**src/rtl/i2s_frame_receiver.sv**
```systemverilog
// i2s_frame_receiver: oversampled serial receiver packing MSB-first words into a circular frame buffer.
// Define I2S_RX_ABORT_CNT_EN to add the saturating aborted_frames_o counter.
module i2s_frame_receiver #(
  parameter int OVERSAMPLE = 4,
  parameter int SAMPLE_PHASE = 2,
  parameter int FRAME_BITS = 256,
  parameter int WORD_BITS = 8,
  parameter int CIRC_BUF_BITS = 3,
  parameter int ADDR_W = CIRC_BUF_BITS + $clog2(FRAME_BITS / WORD_BITS)
) (
  input  logic                     clk_x4_i,
  input  logic                     rst_i,
  input  logic                     i2s_running_i,
  input  logic                     i2s_data_i,
  output logic [ADDR_W-1:0]        ram_write_addr_o,
  output logic                     ram_write_en_o,
  output logic [WORD_BITS-1:0]     ram_write_data_o,
  output logic [CIRC_BUF_BITS-1:0] last_good_frame_idx_o,
  output logic                     frame_valid_o,
`ifdef I2S_RX_ABORT_CNT_EN
  output logic [7:0]               aborted_frames_o,
`endif
  output logic                     frame_done_o
);
  localparam int WPF = FRAME_BITS / WORD_BITS;
  localparam int WIW = WPF > 1 ? $clog2(WPF) : 1;
  localparam int BW = WORD_BITS > 1 ? $clog2(WORD_BITS) : 1;
  localparam int PW = $clog2(OVERSAMPLE);
  typedef enum logic {IDLE, RUN} state_t;
  state_t state, state_n;
  logic [PW-1:0] phase;
  logic [BW-1:0] bit_cnt;
  logic [WIW-1:0] word_idx;
  logic [CIRC_BUF_BITS-1:0] frame_idx;
  logic [WORD_BITS-1:0] shift_q, shift_n;
  logic [ADDR_W-1:0] addr;
  logic sample, word_full, last_word, abort;
  always_ff @(posedge clk_x4_i)
    state <= rst_i ? IDLE : state_n;
  // Phase is held at 0 while idle, so the first high cycle is phase 0 of bit 0.
  always_comb begin
    state_n = i2s_running_i ? RUN : IDLE;
    sample = i2s_running_i && phase == PW'(SAMPLE_PHASE);
    word_full = sample && bit_cnt == BW'(WORD_BITS - 1);
    last_word = word_idx == WIW'(WPF - 1);
    abort = state == RUN && !i2s_running_i && !frame_done_o;
    shift_n = (shift_q << 1) | WORD_BITS'(i2s_data_i);
    addr = ADDR_W'(frame_idx) * ADDR_W'(WPF) + ADDR_W'(word_idx);
  end
  // Write strobe and frame_done mark the completion cycle; indices advance at its end.
  always_ff @(posedge clk_x4_i) begin
    if (rst_i) begin
      ram_write_addr_o <= '0;
      ram_write_en_o <= 1'b0;
      ram_write_data_o <= '0;
      last_good_frame_idx_o <= '0;
      frame_valid_o <= 1'b0;
      frame_done_o <= 1'b0;
      phase <= '0;
      bit_cnt <= '0;
      word_idx <= '0;
      frame_idx <= '0;
      shift_q <= '0;
    end else begin
      ram_write_en_o <= word_full;
      frame_done_o <= word_full && last_word;
      if (word_full) begin
        ram_write_data_o <= shift_n;
        ram_write_addr_o <= addr;
      end
      phase <= !i2s_running_i || phase == PW'(OVERSAMPLE - 1) ? '0 : phase + 1'b1;
      bit_cnt <= !i2s_running_i || word_full ? '0 : bit_cnt + BW'(sample);
      shift_q <= !i2s_running_i ? '0 : sample ? shift_n : shift_q;
      word_idx <= abort || frame_done_o ? '0 : word_idx + WIW'(ram_write_en_o);
      if (frame_done_o) begin
        last_good_frame_idx_o <= frame_idx;
        frame_valid_o <= 1'b1;
        frame_idx <= frame_idx + 1'b1;
      end
    end
  end
`ifdef I2S_RX_ABORT_CNT_EN
  always_ff @(posedge clk_x4_i)
    aborted_frames_o <= rst_i ? 8'd0 : abort && aborted_frames_o != 8'hFF ? aborted_frames_o + 8'd1 : aborted_frames_o;
`endif
endmodule
```
**config.mk**
```make
export PLATFORM = sky130hd
export DESIGN_NAME = i2s_frame_receiver
export DESIGN_NICKNAME = d
export VERILOG_FILES = /design/src/rtl/i2s_frame_receiver.sv
export SDC_FILE = /design/constraint.sdc
export NUM_CORES = 1
export LEC_CHECK = 0
export CELL_PAD_IN_SITES_DETAIL_PLACEMENT = 1
export CELL_PAD_IN_SITES_GLOBAL_PLACEMENT = 1
export CORE_MARGIN = 2
export CORE_UTILIZATION = 44
export CTS_CLUSTER_SIZE = 8
export DETAILED_ROUTE_END_ITERATION = 6
export PLACE_DENSITY = 0.84
export SLEW_MARGIN = 20
export SYNTH_ARGS = -nofsm -noshare
export SYNTH_HDL_FRONTEND = slang
export SYNTH_SLANG_ARGS = --single-unit
```
**constraint.sdc**
```tcl
create_clock -name clk_x4_i -period 2.56 [get_ports clk_x4_i]
set_input_delay 0.512 -clock clk_x4_i [delete_from_list [all_inputs] [get_ports clk_x4_i]]
set_output_delay 0.512 -clock clk_x4_i [all_outputs]
set_load 0.01 [all_outputs]
```
==> run metrics <==
DRT iter0 DRCs=54; leakage=0.764 nW; initial core utilization=46.6%; # clock sinks=43; max_cap viols=0; status=completed; Final Slew Violations=0; multiplexer area fraction after synthesis=15.6%; cell depth of the worst hold path=1; TritonCTS Buffers=5; Final period util=71.0%; worst reg-to-reg path cell count=5; Diodes inserted=0; TritonCTS clock tree=yes; Worst Skew=6.48 ps; Post-Syn Instances=166; area delta synth->final=22.7%; max incr delay on CP=440 ps; Post-Synth XOR/XNOR Area=3.03%; via count=1174; fraction of the yosys area taken by sequential cells=49.7%; reg-to-reg critical path startpoint=phase[0]; Total Nets Final=204; Root Driver=clkbuf_8; Hold Path Class=reg -> reg; vias in the first global route=1271; r2r setup slk=740 ps; library cells used by synthesis=20; relative slew slack=62.1%; Cell Area, Synth=0.00173 mm²; largest family of logic cells by synthesized area=simple AND/OR/NAND/NOR gates; global-route wire length before repair=5.80 mm; setup TNS=0 ps; I/O Pins=26; DR pass1 iterations=4; Slowest-stage cell, CP=and4_4; Worst Setup Path Type=reg -> reg; hold slack=467 ps; CP Data Arrival Time=2040 ps; largest net degree at the start of global routing=26; Startpoint Class=flip-flop; #FFs+latches synth=43; fin crit period=1820 ps; GRT Total Usage=17.6%; Placed Area=0.00201 mm²; worst vdd ir=0.323 mV; CORE AREA=0.00372 mm²; Critical Path, Cell by Cell=inv_1, ha_1, and2_4, and4_4, mux2i_1; hold_buf cts=0; R2R Path End=ram_write_addr_o[6]; Hold Violations, Final=0; measured slew at the worst slew-check pin=562 ps; Hold Path Sink=phase[0]; Total Wirelength=3.29 mm; dpl hpwl=2.28 mm; share of cells above drive strength 1=7.73%; post-detailed-route wirelength per cell=13.6 µm; Rows=22; antenna violations before repair=0; final-report setup violation count=0; Vias/cell=4.85; critical path depth in cells=5; RSZ-0062 raised after global routing=false; Max Fanout on Critical Path=16; Max Fclk=0.550 GHz; Synth Area in Compound Gates=0.289%; Die W=66.8 µm; gpl congestion=0.706; Worst Setup End Kind=flip-flop; Synth Area in Adders=5.05%; post-route cell area=0.00213 mm²; Buffers on Ports=25; Hold Startpoint=phase[0]; Mean Syn Cell Area=10.4 µm²; Clock transition at path regs=80 ps; Resized cells post-CTS=0; Post-DRT Antenna Nets=0; clock buffer depth=2; buffers and inverters on the worst path=1; CP Data Required Time=2780 ps; post-synthesis net count=177; Residual DRC=0; simple logic cell fraction of the synthesized area=21.5%; CP top delay family=simple AND/OR/NAND/NOR gates; DIE AREA=0.00446 mm²; PD cells=589 mW/mm²; Clock H-tree levels=2; clock latency at the later pin of the worst-skew pair=300 ps; Post-CTS Setup Bufs=0; Synthesis Warnings=0; Die Span Y=66.8 µm; global route total overflow=0
[worst max-delay path by stage]
stage	start	end	slack (ps)
floorplan	phase[0]	bit_cnt[2]	1030
detailed placement	i2s_running_i	ram_write_addr_o[6]	570
global placement	i2s_running_i	ram_write_data_o[3]	670
global route	phase[0]	ram_write_addr_o[6]	600
CTS	phase[0]	ram_write_addr_o[6]	700
finish	phase[0]	ram_write_addr_o[6]	740
[per-stage QoR]
| step | cells | setup WS (ps) | utilization, % | power [mW] |
|---|---|---|---|---|
| after floorplan | 166 | 1030 | - | 0.712 |
| after global placement | 234 | 675 | 54.0 | 0.723 |
| after detailed placement | 234 | 572 | 54.0 | 0.726 |
| after CTS | 242 | 702 | 57.2 | 1.27 |
| after global routing | 242 | 604 | 57.2 | 1.30 |
| final | 242 | 743 | 57.2 | 1.25 |
[layout by cell type, fill, tap and decap left out, drive strengths merged, types with 2 or more instances in the layout]
| master | instances |
|---|---|
| and3 | 2 |
| buf | 4 |
| clkbuf | 6 |
| clkdlybuf4s50 | 25 |
| dfxtp | 43 |
| ha | 7 |
| inv | 5 |
| mux2i | 27 |
| nand2b | 33 |
| nand3 | 2 |
| nand4 | 2 |
| nor2 | 22 |
| nor3 | 4 |
| xnor2 | 3 |
| xor2 | 3 |
[cell usage after synthesis]
cell	number	share of area, %
dfxtp_1	43	50
nand2b_1	33	12
mux2i_1	27	16
nor2_1	22	4.8
ha_1	7	5.1
clkbuf_1	6	1.3
inv_1	5	1.1
nor3_1	3	0.87
xnor2_1	3	1.5
xor2_1	3	1.5
and3_1	2	0.72
buf_6	2	1.3
nand3_1	2	0.58
nand4_1	2	0.72
and2_4	1	0.51
and4_4	1	0.65
buf_12	1	1.2
nand2_1	1	0.22
nor3_2	1	0.58
o21ai_0	1	0.29
[layer usage]
metal  global-route usage [%]  up-vias  share of wire, %  wire length, µm
li1                         -      588                 -                -
met1                     20.7      561                44             1430
met2                     30.4       19                51             1680
met3                     3.55        6               3.3              109
met4                     8.42        0               2.0               65
met5                        0        -                 0                0
[where the power goes]
group | switching [mW] | total, mW | leakage [nW] | internal [mW]
sequential | 0.00143 | 0.672 | 0.347 | 0.671
clock | 0.227 | 0.542 | 0.0612 | 0.316
combinational | 0.0186 | 0.0374 | 0.356 | 0.0188
[final cells by class]
class / instances / area [µm²]
tap: 48 / 60.1
sequential: 43 / 861
inverter: 5 / 18.8
fill: 419 / 1590
multi-input combinational: 109 / 788
clock buffer: 6 / 82.6
timing repair buffer: 29 / 280
clock inverter: 2 / 35.0
[registers in the layout (all words and copies together) (netlist names)]
name                   flops
ram_write_addr_o           8
ram_write_data_o           8
shift_q                    7
word_idx                   5
bit_cnt                    3
frame_idx                  3
last_good_frame_idx_o      3
phase                      2
frame_done_o               1
frame_valid_o              1
ram_write_en_o             1
state                      1
[cells by family (layout without fill, tap and decap cells)]
kind of cell	after synthesis	in the layout
buffers and inverters	14	42
AOI/OAI and AO/OA	1	1
DFF	43	43
xor gates and xnor gates	6	6
muxes	27	27
adders and majority gates	7	7
and+or+nand+nor	68	68
No activity file was read; power rests on OpenSTA's default activity.
